==> config.mk <==
export PLATFORM = sky130hd
export DESIGN_NAME = float_multiplier_pipelined
export DESIGN_NICKNAME = d
export VERILOG_FILES = /design/src/rtl/float_multiplier_pipelined_pkg.sv /design/src/rtl/float_round_rne.sv /design/src/rtl/float_multiplier_pipelined.sv
export SDC_FILE = /design/constraint.sdc
export NUM_CORES = 2
export LEC_CHECK = 0
export CORE_MARGIN = 10
export CORE_UTILIZATION = 57
export CTS_BUF_LIST = sky130_fd_sc_hd__clkbuf_4 sky130_fd_sc_hd__clkbuf_8
export CTS_CLUSTER_SIZE = 12
export DETAILED_ROUTE_END_ITERATION = 10
export PLACE_DENSITY = 0.78
export SYNTH_ARGS = -nofsm -noshare
export SYNTH_HDL_FRONTEND = slang
export SYNTH_SLANG_ARGS = --single-unit
==> constraint.sdc <==
create_clock -name clk -period 13.2 [get_ports clk]
set_clock_uncertainty 0.15 [all_clocks]
set_input_delay 3.96 -clock clk [delete_from_list [all_inputs] [get_ports clk]]
set_output_delay 3.96 -clock clk [all_outputs]
set_load 0.02 [all_outputs]
==> src/rtl/float_multiplier_pipelined_pkg.sv <==
`default_nettype none
// ============================================================================
// Package     : float_pkg
// Description : Shared types and helpers for the pipelined float multiplier:
//               operand classes, stage-control structs, special-value packers.
// Revision    : 1.0 - initial release
// ============================================================================
package float_pkg;

    typedef enum logic [1:0] {
        ZERO   = 2'd0,
        NORMAL = 2'd1,
        INF    = 2'd2,
        NAN    = 2'd3
    } float_class_t;

    typedef enum logic [1:0] {
        SPEC_NONE = 2'd0,
        SPEC_NAN  = 2'd1,
        SPEC_INF  = 2'd2,
        SPEC_ZERO = 2'd3
    } special_t;

    // Control travelling alongside the datapath through stages 1 and 2
    typedef struct packed {
        logic     sign;
        special_t special;
        logic     invalid;
    } stage_ctrl_t;

    typedef struct packed {
        logic overflow;
        logic underflow;
        logic inexact;
        logic invalid;
    } flags_t;

    localparam int c_MAX_FLOAT = 64;

    function automatic float_class_t classify(input logic exp_zero,
                                              input logic exp_ones,
                                              input logic frac_zero);
        if (exp_zero) return ZERO;
        if (exp_ones) begin
            if (frac_zero) return INF;
            return NAN;
        end
        return NORMAL;
    endfunction

    // Packers return the value right-aligned in c_MAX_FLOAT bits; callers truncate
    function automatic logic [c_MAX_FLOAT-1:0] canonical_nan(input int exp_size,
                                                             input int man_size);
        return (((c_MAX_FLOAT'(1) << exp_size) - c_MAX_FLOAT'(1)) << man_size)
             | (c_MAX_FLOAT'(1) << (man_size - 1));
    endfunction

    function automatic logic [c_MAX_FLOAT-1:0] signed_inf(input logic sign,
                                                          input int   exp_size,
                                                          input int   man_size);
        return (c_MAX_FLOAT'(sign) << (exp_size + man_size))
             | (((c_MAX_FLOAT'(1) << exp_size) - c_MAX_FLOAT'(1)) << man_size);
    endfunction

    function automatic logic [c_MAX_FLOAT-1:0] signed_zero(input logic sign,
                                                           input int   exp_size,
                                                           input int   man_size);
        return c_MAX_FLOAT'(sign) << (exp_size + man_size);
    endfunction

endpackage
`default_nettype wire

==> src/rtl/float_round_rne.sv <==
`default_nettype none
// ============================================================================
// Module      : float_round_rne
// Description : Combinational round-to-nearest-even plus post-rounding range
//               check; produces packed exponent/fraction and exception flags.
// Revision    : 1.0 - initial release
// ============================================================================
module float_round_rne #(
    parameter int EXPONENT_SIZE = 8,
    parameter int MANTISSA_SIZE = 23
) (
    input  logic [MANTISSA_SIZE:0]          i_sig,
    input  logic                            i_guard,
    input  logic                            i_sticky,
    input  logic signed [EXPONENT_SIZE+1:0] i_exp,
    output logic [EXPONENT_SIZE-1:0]        o_exp,
    output logic [MANTISSA_SIZE-1:0]        o_frac,
    output logic                            o_overflow,
    output logic                            o_underflow,
    output logic                            o_inexact
);
    localparam int c_EW = EXPONENT_SIZE + 2;
    localparam logic signed [c_EW-1:0] c_EXP_MAX  = c_EW'((1 << EXPONENT_SIZE) - 1);
    localparam logic signed [c_EW-1:0] c_EXP_ZERO = '0;

    logic                   w_round_up;
    logic [MANTISSA_SIZE+1:0] w_sum;
    logic signed [c_EW-1:0] w_exp_final;

    always_comb begin
        w_round_up  = i_guard & (i_sticky | i_sig[0]);
        w_sum       = {1'b0, i_sig} + {{(MANTISSA_SIZE+1){1'b0}}, w_round_up};
        w_exp_final = i_exp + $signed({{(c_EW-1){1'b0}}, w_sum[MANTISSA_SIZE+1]});

        o_exp       = '0;
        o_frac      = '0;
        o_overflow  = 1'b0;
        o_underflow = 1'b0;
        o_inexact   = i_guard | i_sticky;

        if (w_exp_final >= c_EXP_MAX) begin
            o_exp      = '1;
            o_overflow = 1'b1;
            o_inexact  = 1'b1;
        end else if (w_exp_final <= c_EXP_ZERO) begin
            o_underflow = 1'b1;
            o_inexact   = 1'b1;
        end else begin
            o_exp  = w_exp_final[EXPONENT_SIZE-1:0];
            // On carry-out the sum is 10...0, so the low bits are already the zero fraction
            o_frac = w_sum[MANTISSA_SIZE-1:0];
        end
    end

endmodule
`default_nettype wire

==> src/rtl/float_multiplier_pipelined.sv <==
`default_nettype none
// ============================================================================
// Module      : float_multiplier_pipelined
// Description : Three-stage IEEE-754-style float multiplier with RNE rounding,
//               special-value handling and per-stage valid/ready backpressure.
// Revision    : 1.0 - initial release
// ============================================================================
module float_multiplier_pipelined
    import float_pkg::*;
#(
    parameter int FLOAT_SIZE    = 32,
    parameter int EXPONENT_SIZE = 8,
    parameter int MANTISSA_SIZE = 23,
    parameter int BIAS          = 127
) (
    input  logic                  clk,
    input  logic                  reset,
    input  logic                  in_valid,
    output logic                  in_ready,
    input  logic [FLOAT_SIZE-1:0] a,
    input  logic [FLOAT_SIZE-1:0] b,
    output logic                  out_valid,
    input  logic                  out_ready,
    output logic [FLOAT_SIZE-1:0] out,
    output logic                  overflow,
    output logic                  underflow,
    output logic                  inexact,
    output logic                  invalid
);
    localparam int c_EW     = EXPONENT_SIZE + 2;
    localparam int c_SW     = MANTISSA_SIZE + 1;
    localparam int c_PW     = 2 * c_SW;
    localparam int c_NSTAGE = 3;
    localparam logic signed [c_EW-1:0] c_BIAS = c_EW'(BIAS);

    // ------------------------------------------------------------------
    // Valid/ready control, one identical slice per stage
    // ------------------------------------------------------------------
    logic [c_NSTAGE:1] r_valid;
    logic [c_NSTAGE:1] w_ready;
    logic [c_NSTAGE:1] w_up_valid;
    logic [c_NSTAGE:1] w_load;
    logic [c_NSTAGE:1] w_valid_nxt;

    assign w_up_valid = {r_valid[c_NSTAGE-1:1], in_valid};

    generate
        for (genvar k = 1; k <= c_NSTAGE; k++) begin : g_stage
            // ready_k = ~v_k | ready_{k+1} unrolled, so no bit depends on its own vector
            assign w_ready[k]     = ~(&r_valid[c_NSTAGE:k]) | out_ready;
            assign w_load[k]      = w_ready[k] & w_up_valid[k];
            assign w_valid_nxt[k] = w_ready[k] ? w_up_valid[k] : r_valid[k];
        end
    endgenerate

    always_ff @(posedge clk) begin
        if (reset) r_valid <= '0;
        else       r_valid <= w_valid_nxt;
    end

    assign in_ready  = w_ready[1];
    assign out_valid = r_valid[c_NSTAGE];

    // ------------------------------------------------------------------
    // Stage 1: classify, exponent sum, special-case resolution
    // ------------------------------------------------------------------
    logic [EXPONENT_SIZE-1:0] w_ea, w_eb;
    logic [MANTISSA_SIZE-1:0] w_fa, w_fb;
    float_class_t             w_ca, w_cb;
    stage_ctrl_t              w_ctrl0;
    logic signed [c_EW-1:0]   w_exp0;

    assign w_ea = a[FLOAT_SIZE-2 -: EXPONENT_SIZE];
    assign w_eb = b[FLOAT_SIZE-2 -: EXPONENT_SIZE];
    assign w_fa = a[MANTISSA_SIZE-1:0];
    assign w_fb = b[MANTISSA_SIZE-1:0];
    assign w_ca = classify(w_ea == '0, w_ea == '1, w_fa == '0);
    assign w_cb = classify(w_eb == '0, w_eb == '1, w_fb == '0);
    assign w_exp0 = $signed({2'b00, w_ea}) + $signed({2'b00, w_eb}) - c_BIAS;

    always_comb begin
        w_ctrl0.sign    = a[FLOAT_SIZE-1] ^ b[FLOAT_SIZE-1];
        w_ctrl0.special = SPEC_NONE;
        w_ctrl0.invalid = 1'b0;
        if (w_ca == NAN || w_cb == NAN) begin
            w_ctrl0.special = SPEC_NAN;
        end else if ((w_ca == INF && w_cb == ZERO) || (w_ca == ZERO && w_cb == INF)) begin
            w_ctrl0.special = SPEC_NAN;
            w_ctrl0.invalid = 1'b1;
        end else if (w_ca == INF || w_cb == INF) begin
            w_ctrl0.special = SPEC_INF;
        end else if (w_ca == ZERO || w_cb == ZERO) begin
            w_ctrl0.special = SPEC_ZERO;
        end
    end

    stage_ctrl_t            r_ctrl1;
    logic signed [c_EW-1:0] r_exp1;
    logic [c_SW-1:0]        r_sig_a1, r_sig_b1;

    always_ff @(posedge clk) begin
        if (reset) begin
            r_ctrl1  <= '0;
            r_exp1   <= '0;
            r_sig_a1 <= '0;
            r_sig_b1 <= '0;
        end else if (w_load[1]) begin
            r_ctrl1  <= w_ctrl0;
            r_exp1   <= w_exp0;
            r_sig_a1 <= {1'b1, w_fa};
            r_sig_b1 <= {1'b1, w_fb};
        end
    end

    // ------------------------------------------------------------------
    // Stage 2: significand multiply
    // ------------------------------------------------------------------
    stage_ctrl_t            r_ctrl2;
    logic signed [c_EW-1:0] r_exp2;
    logic [c_PW-1:0]        r_prod2;

    always_ff @(posedge clk) begin
        if (reset) begin
            r_ctrl2 <= '0;
            r_exp2  <= '0;
            r_prod2 <= '0;
        end else if (w_load[2]) begin
            r_ctrl2 <= r_ctrl1;
            r_exp2  <= r_exp1;
            r_prod2 <= c_PW'(r_sig_a1) * c_PW'(r_sig_b1);
        end
    end

    // ------------------------------------------------------------------
    // Stage 3: normalise, round, range check, pack
    // ------------------------------------------------------------------
    logic                     w_msb;
    logic [c_PW-1:0]          w_prod_n;
    logic signed [c_EW-1:0]   w_exp_n;
    logic [c_SW-1:0]          w_sig3;
    logic                     w_guard3, w_sticky3;
    logic [EXPONENT_SIZE-1:0] w_exp_r;
    logic [MANTISSA_SIZE-1:0] w_frac_r;
    logic                     w_ovf, w_unf, w_inx;
    logic [FLOAT_SIZE-1:0]    w_res;
    flags_t                   w_flags;

    // Product lies in [1,4); align so the leading one sits at the top bit
    assign w_msb     = r_prod2[c_PW-1];
    assign w_prod_n  = w_msb ? r_prod2 : {r_prod2[c_PW-2:0], 1'b0};
    assign w_exp_n   = r_exp2 + $signed({{(c_EW-1){1'b0}}, w_msb});
    assign w_sig3    = w_prod_n[c_PW-1 -: c_SW];
    assign w_guard3  = w_prod_n[MANTISSA_SIZE];
    assign w_sticky3 = |w_prod_n[MANTISSA_SIZE-1:0];

    float_round_rne #(
        .EXPONENT_SIZE (EXPONENT_SIZE),
        .MANTISSA_SIZE (MANTISSA_SIZE)
    ) u_round (
        .i_sig       (w_sig3),
        .i_guard     (w_guard3),
        .i_sticky    (w_sticky3),
        .i_exp       (w_exp_n),
        .o_exp       (w_exp_r),
        .o_frac      (w_frac_r),
        .o_overflow  (w_ovf),
        .o_underflow (w_unf),
        .o_inexact   (w_inx)
    );

    always_comb begin
        w_res   = {r_ctrl2.sign, w_exp_r, w_frac_r};
        w_flags = '{overflow: w_ovf, underflow: w_unf, inexact: w_inx, invalid: 1'b0};
        case (r_ctrl2.special)
            SPEC_NAN: begin
                w_res   = FLOAT_SIZE'(canonical_nan(EXPONENT_SIZE, MANTISSA_SIZE));
                w_flags = '{overflow: 1'b0, underflow: 1'b0, inexact: 1'b0,
                            invalid: r_ctrl2.invalid};
            end
            SPEC_INF: begin
                w_res   = FLOAT_SIZE'(signed_inf(r_ctrl2.sign, EXPONENT_SIZE, MANTISSA_SIZE));
                w_flags = '0;
            end
            SPEC_ZERO: begin
                w_res   = FLOAT_SIZE'(signed_zero(r_ctrl2.sign, EXPONENT_SIZE, MANTISSA_SIZE));
                w_flags = '0;
            end
            default: ;
        endcase
    end

    logic [FLOAT_SIZE-1:0] r_out;
    flags_t                r_flags;

    always_ff @(posedge clk) begin
        if (reset) begin
            r_out   <= '0;
            r_flags <= '0;
        end else if (w_load[3]) begin
            r_out   <= w_res;
            r_flags <= w_flags;
        end
    end

    assign out       = r_out;
    assign overflow  = r_flags.overflow;
    assign underflow = r_flags.underflow;
    assign inexact   = r_flags.inexact;
    assign invalid   = r_flags.invalid;

endmodule
`default_nettype wire

# == After elaboration in Yosys (flattened, before gate mapping) ==
# Index checks and enable logic that the tools add are counted.
# totals
regBits,163
latchBits,0
ram_bits,0
rom_bits,0
input_bits,68
out_inout_bits,38
n_memories,0
# op_classes
addsub,5
mul,1
div_mod_pow,0
order_cmp,2
eq_ne,9
n_shift,0
n_mux,42
bitwise,13
reduce_logical,16
# op_table
op,count
one-hot mux 32 bit (3 select lines),1
multiplier 24 x 24 -> 48 bit,1
two-way mux 48 bit,1
zero test 23 bit,2
two-way mux 23 bit,2
two-way mux 2 bit,16
adder 24 x 1 -> 25 bit,1
OR reduction 23 bit,1
adder 10 x 2 -> 10 bit,2
two-way mux 1 bit,19
"equality test 8 bit, second input constant",2
zero test 8 bit,2
two-way mux 8 bit,2
"equality test 2 bit, second input constant",6
"greater-or-equal comparator 10 x 9 -> 1 bit, second input constant",1
"less-or-equal comparator 10 x 1 -> 1 bit, second input constant",1
"subtractor 9 x 7 -> 10 bit, second input constant",1
adder 8 x 8 -> 9 bit,1
one-hot mux 4 bit (2 select lines),1
OR 1 bit,5
bitwise AND 1 bit,4
zero test 2 bit,2
logical OR 1 bit,4
inverter 1 bit,3
6 further kinds,7

# == Logic depth before layout (Yosys ltp) ==
# logic_depth
depth_word,14
mapped_depth,27
ltp_nobuf,24

# == Hierarchy ==
# Synthesis repeated with hierarchy kept, for this count alone.
# hier_totals
cells_unflattened,3161
area_unflattened_um2,26674.3
# modules_own_cells
mod,n_inst,cells_per_inst,area_each_um2
float_multiplier_pipelined,1,3015,25742.2
float_round_rne,1,146,932.1

# == Worst setup path after synthesis ==
# Ideal clock, no wire load.
# synth_timing
kind,input port to output port
startpoint,in out_ready
endpoint,out in_ready
arrival_time_ps,4494
required_time_ps,9090
setup_slack_ps,4596
path_stages,3
path_cell_list,nor2b_1 -> clkbuf_1 -> nand3_1
# synth_via
elab_chain_len,1
# synth_rtl
element,line_no,text
"start, declared",float_multiplier_pipelined.sv:23,"input logic out_ready,"
OR 1 bit,float_multiplier_pipelined.sv:50,assign w_ready[k] = ~(&r_valid[c_NSTAGE:k]) | out_ready;
"end, declared",float_multiplier_pipelined.sv:19,"output logic in_ready,"
# No other way between the ends.

# == Worst setup path after layout ==
# Same ends and word-level chain as after synthesis.

==> run metrics <==
fmax roughly 100 MHz; root buffer cell clkbuf_8; Synth cell types slightly below 80; Async SR Flop Fraction 0; boundary pin count approximately 110; post-route DRC violation count 0; top_reg_cell synth dfxtp_1; met3 wire len 4790 microns; Post-synth EDFFs 0; share of cells above drive strength 1 0.0301; dpl cells 3727; TritonCTS Buffers 17; vias between 20000 and 25000; Leakage 13.1 nW; WL met2 about 36000 microns; DR WL/cell 19.1 microns; status complete, no violations; class of the most critical setup path in -> out; uppermost layer routed met4; Hold Path Class reg -> reg; RSZ-0062 raised after global routing false; Tmin final roughly 10000 ps; DIE AREA between 50000 and 60000 sq um; CP endpoint kind output port; pwr dens around 61 nW/um^2; Design Area, Final about 28000 sq um; DP Wirelength roughly 56000 microns; total congestion overflow 0; vias in the first global route about 23000; largest net degree at the start of global routing between 70 and 80; die height 236 microns; drt via density between 5 and 6; leading cell type in the layout, fill and taps excluded inv_1; port bufs between 100 and 150; Avg Inst Size Synth 8.44 sq um; Cell Area, Synth 26700 sq um; register area share after synthesis 0.121; #FFs+latches synth 162; TritonCTS clock tree built; Critical Path Start Type primary input; Max Cap Viol 0; WL final ~72000 microns; Max transition margin 0.0989; CP required roughly 9100 ps; hold buffer count at CTS 0; Hold Violations, Final 0; first-pass GRT wire length around 120000 microns; hold depth 2; Post-CTS Setup Bufs 0; critical path data arrival time between 5000 and 6000 ps; drt pass-1 iters 7; M1 wire length 28500 microns; Routed Antenna Nets 0; Clk Latency, worst-skew pair approximately 510 ps; VDD IR max 0.0000666 V; DRT iter0 DRCs about 1400; Setup violations, final 0; final worst-path cycle share 0.738; H-tree Lvls 4; PostCTS Resize Cnt 0; initial antenna violation count 0; Cells after Synth 3163; most frequent cells in the layout 568 x inv_1, 564 x nand2_1, 484 x fa_1, 295 x and2_1, 196 x ha_1; Worst Tran Pin Value around 1300 ps; Syn Nets ~3900; yosys warns 0; Finished Layout Cells 3759; Ant. Diodes 0; nets about 4000; Max clock buf depth 2; gp weighted congestion around 0.96; chip width ~240 microns; setup slack, reg-to-reg 5360 ps; Starting Density 0.575; worst-path fanout max 7; core area around 46000 sq um; Setup TNS 0 ps; CTS clock-pin slew for the worst setup and hold paths roughly 110 ps; row cnt 79; Fillers 3941; synth-to-layout area growth 6.68%; Final Max Slew Viols 0; All-Layer GR Usage 0.262; clock sinks around 160; r2r worst-path depth 22; Post-DP Area 28100 sq um
-- cell families (layout without fill, tap and decap cells) --
group,Yosys count,after routing,synth area share
mux,14,14,0.00576
buf+inv,751,740,0.107
flops,162,162,0.121
xor+xnor,49,49,0.0161
fa+ha+maj,680,680,0.455
compound gates,389,389,0.0914
simple gates,1118,1118,0.204
-- Yosys cell counts (10+ instances only) --
master	count	area share
nor2b_1	13	0.0030
xor2_1	15	0.0049
nand3_1	40	0.0075
clkbuf_1	168	0.024
inv_1	568	0.080
ha_1	196	0.092
a21oi_1	192	0.036
nor4_1	25	0.0059
nand2_1	565	0.079
a211oi_1	16	0.0045
o21ai_0	43	0.0081
nor3_1	22	0.0041
a32o_1	10	0.0037
a31oi_1	15	0.0035
a22o_1	10	0.0033
xnor2_1	34	0.011
o21bai_1	11	0.0031
a21o_1	15	0.0042
and3_1	12	0.0028
and2_1	295	0.069
nor2_1	70	0.0098
nand4_1	33	0.0077
dfxtp_1	162	0.12
fa_1	484	0.36
-- final timing paths --
check,startpoint,endpoint
min reg2reg,r_ctrl1[2],r_ctrl2[2]
max reg2reg,r_sig_a1[15],r_prod2[46]
max,out_ready,in_ready
min,r_ctrl1[2],r_ctrl2[2]
-- cell type report --
| type | count | area, sq um | share of cell area |
|---|---|---|---|
| clock inverter | 14 | 185 | 0.00650 |
| clock buffer | 18 | 241 | 0.00848 |
| inverter | 569 | 2140 | 0.0750 |
| multi-input combinational | 2250 | 20600 | 0.724 |
| tap | 607 | 759 | 0.0267 |
| timing repair buffer | 139 | 1300 | 0.0458 |
| sequential | 162 | 3240 | 0.114 |
-- metal layers --
layer	GRT usage	vias up
met5	0	-
met4	0.104	0
met1	0.320	11030
li1	-	9759
met3	0.0381	181
met2	0.458	848
-- registers in the layout (all words and copies together) (netlist names) --
register   count
inexact        1
invalid        1
out           32
overflow       1
r_ctrl1        4
r_ctrl2        4
r_exp1        10
r_exp2        10
r_prod2       48
r_sig_a1      24
r_sig_b1      23
r_valid        3
underflow      1
-- power breakdown --
group          total [mW]  switching, mW  internal (mW)
combinational       0.746          0.467          0.279
sequential          0.577         0.0613          0.516
clock               0.405          0.225          0.180
-- critical path, cell delays in order --
cell and delay (ps):
clkdlybuf4s50_1 400, nor2b_1 420, nand3_1 240, clkdlybuf4s50_1 600
-- metrics by stage --
step	power (mW)	util	worst slack, ps	hold WS (ps)
3_3_place_gp	1.31	0.604	3510	289
5_1_grt	1.84	0.613	3410	324
2_1_floorplan	1.07	-	4600	282
6_report	1.73	0.613	3460	309
3_5_place_dp	1.32	0.604	3500	295
4_1_cts	1.73	0.613	3490	313
Power figures use the tool's default switching activity.
